--- src/rtl/team06_audio_pkg.sv ---
// team06_audio_pkg: shared sample/offset types, reverb FSM states and default tap distance
package team06_audio_pkg;
  localparam int DATA_W = 8;
  localparam int OFFSET_W = 13;
  typedef logic [DATA_W-1:0] sample_t;
  typedef logic [OFFSET_W-1:0] offset_t;
  typedef enum logic [1:0] {IDLE, SEARCH, MIX} state_t;
  localparam offset_t DELAY = 13'd4000;
endpackage

--- src/rtl/team06_avg2.sv ---
// team06_avg2: combinational floor average of two unsigned samples; the 9-bit sum cannot overflow
module team06_avg2
  import team06_audio_pkg::*;
(
  input  logic [7:0] a,
  input  logic [7:0] b,
  output logic [7:0] y
);
  logic [8:0] sum;
  always_comb begin
    sum = {1'b0, a} + {1'b0, b};
    y = sum[8:1];
  end
endmodule

--- src/rtl/team06_reverb.sv ---
// team06_reverb: single-tap reverb mixer alternating buffer search and mix, with registered bypass
module team06_reverb
  import team06_audio_pkg::*;
(
  input  logic        clk,
  input  logic        rst,
  input  logic [7:0]  audio_in,
  input  logic        reverb_enable,
  input  logic [7:0]  past_output,
  output logic [12:0] r_offset,
  output logic        r_search,
  output logic [7:0]  reverb_out,
  output logic [7:0]  save_audio
);
  state_t  state, state_n;
  sample_t mix, reverb_n, save_n;
  offset_t offset_n;
  logic    search_n;
  team06_avg2 u_avg (.a(audio_in), .b(past_output), .y(mix));
  always_ff @(posedge clk) begin
    if (!rst) begin
      state <= IDLE;
      r_offset <= '0;
      r_search <= 1'b0;
      reverb_out <= '0;
      save_audio <= '0;
    end else begin
      state <= state_n;
      r_offset <= offset_n;
      r_search <= search_n;
      reverb_out <= reverb_n;
      save_audio <= save_n;
    end
  end
  // Bypass dominates every state so dropping enable aborts a search or mix at once
  always_comb begin
    state_n = IDLE;
    offset_n = r_offset;
    search_n = r_search;
    reverb_n = reverb_out;
    save_n = save_audio;
    if (!reverb_enable) begin
      offset_n = '0;
      search_n = 1'b0;
      reverb_n = audio_in;
      save_n = audio_in;
    end else begin
      case (state)
        IDLE: state_n = SEARCH;
        SEARCH: begin
          state_n = MIX;
          search_n = 1'b1;
          offset_n = DELAY;
        end
        MIX: begin
          state_n = SEARCH;
          search_n = 1'b0;
          reverb_n = mix;
          save_n = mix;
        end
        default: state_n = IDLE;
      endcase
    end
  end
endmodule

--- config.mk ---
export PLATFORM = sky130hd
export DESIGN_NAME = team06_reverb
export DESIGN_NICKNAME = d
export VERILOG_FILES = /design/src/rtl/team06_audio_pkg.sv /design/src/rtl/team06_avg2.sv /design/src/rtl/team06_reverb.sv
export SDC_FILE = /design/constraint.sdc
export NUM_CORES = 1
export LEC_CHECK = 0
export BUFFER_PORTS_ARGS = -buffer_cell sky130_fd_sc_hd__buf_2
export CELL_PAD_IN_SITES_DETAIL_PLACEMENT = 1
export CELL_PAD_IN_SITES_GLOBAL_PLACEMENT = 2
export CORE_UTILIZATION = 23
export CTS_CLUSTER_DIAMETER = 40
export DETAILED_ROUTE_END_ITERATION = 8
export GPL_TIMING_DRIVEN = 0
export PLACE_DENSITY = 0.73
export SYNTH_ARGS = -nofsm -noshare
export SYNTH_HDL_FRONTEND = slang
export SYNTH_SLANG_ARGS = --single-unit
export TNS_END_PERCENT = 30
--- constraint.sdc ---
create_clock -name clk -period 1.6 [get_ports clk]
set_input_delay 0.32 -clock clk [delete_from_list [all_inputs] [get_ports clk]]
set_output_delay 0.32 -clock clk [all_outputs]
set_load 0.005 [all_outputs]
Yosys cells after proc, flatten, opt, wreduce, memory -nomap -nowiden
Index checks and enable logic that the tools add are counted.

Add/subtract/negate cells: 1. Eq/ne operators: 3. Multiplexer cells: 4. Reduce and logical (&&, ||, !) cells: 4.

Operators with widths (number): 8-bit 2-to-1 mux (2); 8-bit by 8-bit adder with 9-bit output (1); 2-bit case mux with 2 select lines (1); 2-bit by 1-bit == test with 1-bit output, second input constant (1); 2-bit == test, second input constant (1); 2-bit zero test (1); 2-bit by 1-bit inequality test with 1-bit output, second input constant (1); 1-bit case mux with 2 select lines (1); 2-bit AND reduction (1); 2-bit nonzero test (1); 2-bit OR reduction (1).

Flip-flop bits (word level): 12. Bits of input ports: 19. Output and inout port bits: 30. Word-level logic and storage cells: 16.

Depth between registers and ports, before layout
Word-level depth: 3. Depth in mapped cells: 7. Mapped depth without buffers: 7.

Cells and area by module
Synthesis repeated with hierarchy kept, for this count alone.

Cell total of the unflattened synthesis: 117. Area total of the unflattened synthesis: 1023.5 um^2.

By module, submodules not included: team06_reverb (instances 1, cells an instance 75, area each 704.4 um^2, sequential area each 240.2 um^2); team06_avg2 (instances 1, cells an instance 42, area each 319.1 um^2, sequential area each 0.0 um^2).

Worst setup path after synthesis
Ideal clock, no wire load.

Kind: input to register. Start point: input port audio_in[2]. End point: register save_audio[7]. Arrival time: 1.518 ns. Required time: 1.474 ns. Setup slack: -0.044 ns. Cell stages on the path: 6. Buffers on the path: 0. Cells stage by stage: ha_1 nor2b_4 o31ai_2 a21oi_2 a2111oi_2 o31ai_1.

Cells in the longest elaborated chain, start to end: 3.

Ends and longest elaborated chain: from (decl) (line team06_reverb.sv:7) `input logic [7:0] audio_in,`; 8-bit by 8-bit adder with 9-bit output (line team06_avg2.sv:11) `sum = {1'b0, a} + {1'b0, b};`; 8-bit 2-to-1 mux (line team06_reverb.sv:48) `case (state)`; 8-bit 2-to-1 mux (line team06_reverb.sv:42) `if (!reverb_enable) begin`; to (signal assigned) (line team06_reverb.sv:32) `save_audio <= save_n;`; to (decl) (line team06_reverb.sv:13) `output logic [7:0] save_audio`.

Every way passes these cells. The select of a mux whose other input is x is not followed. A chain may end at the register's enable or synchronous reset.

Worst setup path after layout
Start point: input port audio_in[1]. End point: register save_audio[4].

Same word-level chain as after synthesis.

==> reports/metrics.yaml <==
antenna_found_initial: 0
dpl-instance-area_sq_um: 1380
die_area_sq_um: 5010
clock_path_buffers: 2
place_congestion: 0.769
yosys_most_used_dff: "dfxtp_1"
nNetsFinal: 212
drtPass1Iterations: 6
synth.avg_cell_area_sq_um: 8.63
skew_ps: 0.414
io_buffers: 40
coreArea_sq_um: 4440
grt_max_degree: 11
wl_per_cell_um: 13.3
drt.antenna.violating_nets: 0
met3WireLength_um: 121
path_cells: "buf_2 -> ha_1 -> a31o_1 -> a21oi_4 -> nor3_1 -> o41ai_2 -> a31oi_1"
multi_input_area_sq_um: 704
start_util_pct: 24.5
yosysSeqAreaShare_pct: 22.1
pin_count: 49
vias: 1027
drtIter0Drc: 34
final_cell_mix: "buf_2, buf_4, dfxtp_1"
synth-edff-count: 0
critPathArrivalTime_ps: 1650
highest_layer: "met4"
wl_mm: 3.06
finalSetupViolCount: 0
final_common_cell: "buf_2"
track_usage_pct: 13.0
dp_hpwl_mm: 2.48
clk_pin_slew_worst_paths_ps: 60
crit_required_ps: 1710
htree_levels: 1
worst-r2r-cell-count: 7
cts.sinks: 12
dp_cells: 224
hold_end: "save_audio[7]$_SDFFE_PN0P_"
worstHoldStart: "audio_in[7]"
crit_path_top_delay_cell: "o41ai_2"
grt_pass1_vias: 1123
vdd_drop_max_mv: 0.251
r2r_slack_ps: 70
slew_viol_final: 0
cp-start-kind: "input port"
antenna_cells: 0
utilization_pct: 34.1
ys_types: 41
fillerInstances: 546
synth-async-reset-ratio_pct: 0
wirelength_met1_mm: 1.21
register_area_sq_um: 241
cts_hold_buf: 0
postSynthCellCount: 126
cts_buffers: 3
timing.final.crit_share_pct: 96.5
fin_area_sq_um: 1520
wl_met2_mm: 1.67
status: "finished, violations left"
grt_pass1_wl_mm: 5.06
period_needed_ps: 1540
syn-cell-area_sq_um: 1090
drv_cap: 0
area_growth_syn_to_layout_pct: 39.4
p_leak_nw: 0.757
tritoncts: "built"
die_y_um: 70.8
fmax_ghz: 0.648
drc: 8
ys_ff_latch: 12
power_density_nw_per_um2: 665
worstHoldPathCells: 3
rsz0062_at_grt: "true"
final_cells: 231
worst_r2r_startpoint: "state[0]$_SDFF_PN0_"
row_count: 24
finalPower_w: 0.00101
fp.dieW_um: 70.8
hp-class: "in -> reg"
rr_endpoint: "save_audio[1]$_SDFFE_PN0P_"
max_stage_delay_ps: 320
grt_overflow: 0
drive_gt1_share_pct: 48.0
cts_root_buf: "clkbuf_8"
yosys_warnings: 0
via_per_inst: 4.45
cp_max_fo: 4
hold_viol: 0
timing.hold.ws_ps: 330
crit_type: "in -> reg"
endpoint_kind: "flip-flop"
insertion_delay_ps: 250
violations: "design-rule violations"
## registers in the layout, summed over array words and instances (netlist names)
| name | cells |
|---|---|
| r_search | 1 |
| save_audio | 8 |
| r_offset | 1 |
| state | 2 |
## repair_timing
action | CTS | global route
pin swaps | 2 | 1
setup endpoints to repair | 3 | 6
buffers inserted | 3 | 1
endpoints found under the hold margin | 0 | 0
gates resized for setup | 1 | 9
gates cloned | 0 | 0
## how the worst max path moves through the flow
stage                                      end                start  depth (start not counted)  slack, ps
floorplan           save_audio[4]$_SDFFE_PN0P_          audio_in[1]                          6        -20
global placement    save_audio[4]$_SDFFE_PN0P_          audio_in[1]                          7       -290
detailed placement  save_audio[4]$_SDFFE_PN0P_          audio_in[1]                          7       -310
CTS                 save_audio[6]$_SDFFE_PN0P_          audio_in[5]                          8         10
global route        save_audio[1]$_SDFFE_PN0P_  state[0]$_SDFF_PN0_                          7        -20
finish              save_audio[4]$_SDFFE_PN0P_          audio_in[1]                          7         60
## critical path, delay by kind of cell
kind / cells / cell delay (ps)
AOI/OAI and AO/OA: 4 / 830
adders and majority gates: 1 / 290
buffers and inverters: 1 / 120
and+or+nand+nor: 1 / 90
## cells in the mapped netlist, drive strengths merged (2+ instances only)
| master | number | area (sq um) |
|---|---|---|
| a211oi | 2 | 15.0 |
| a21oi | 8 | 58.8 |
| a31oi | 3 | 18.8 |
| buf | 20 | 150 |
| clkbuf | 5 | 31.3 |
| dfxtp | 12 | 240 |
| ha | 12 | 150 |
| inv | 10 | 37.5 |
| mux2i | 2 | 20.0 |
| nand2 | 6 | 22.5 |
| nand2b | 2 | 12.5 |
| nand3 | 2 | 10.0 |
| nand4 | 2 | 12.5 |
| nor2 | 9 | 33.8 |
| nor2b | 3 | 26.3 |
| nor3 | 4 | 20.0 |
| o211a | 2 | 20.0 |
| o21ai | 4 | 20.0 |
| o31ai | 2 | 20.0 |
## layout make-up
cell class | count | share of cell area [%]
well taps | 52 | 4.29
repair buffers | 44 | 15.2
clock buffers | 4 | 3.63
inverters | 10 | 2.73
plain buffers | 24 | 11.7
multi-input cells | 85 | 46.5
flip-flops and latches | 12 | 15.9
## cell families (layout without fill, tap and decap cells)
logic type                 count (synthesis)  in the layout  synth area share (%)
AOI/OAI and AO/OA                         29             29                  22.7
muxes                                      2              2                  1.84
other                                      1              7                 0.345
and+or+nand+nor                           32             32                  15.6
DFF                                       12             12                  22.1
xor gates and xnor gates                   2              2                  1.61
buffers and inverters                     35             82                  20.1
adders and majority gates                 13             13                  15.6
## metrics by stage
step | setup WS, ps | setup TNS, ps
floorplan | -22.0 | -25.5
global placement | -286 | -1080
detailed placement | -310 | -1330
CTS | 13.1 | 0
global route | -19.6 | -36.7
finish | 55.6 | 0
## per-layer routing
metal,GRT usage (%),vias up
li1,-,519
met1,13.7,480
met2,25.1,23
met3,1.28,5
met4,6.89,0
met5,0,-
## power breakdown
part | switching [W] | internal, W | total [W]
sequential | 0.0000143 | 0.000318 | 0.000332
clock | 0.000129 | 0.000218 | 0.000347
combinational | 0.000162 | 0.000167 | 0.000329
(Power assumes the default switching activity.)
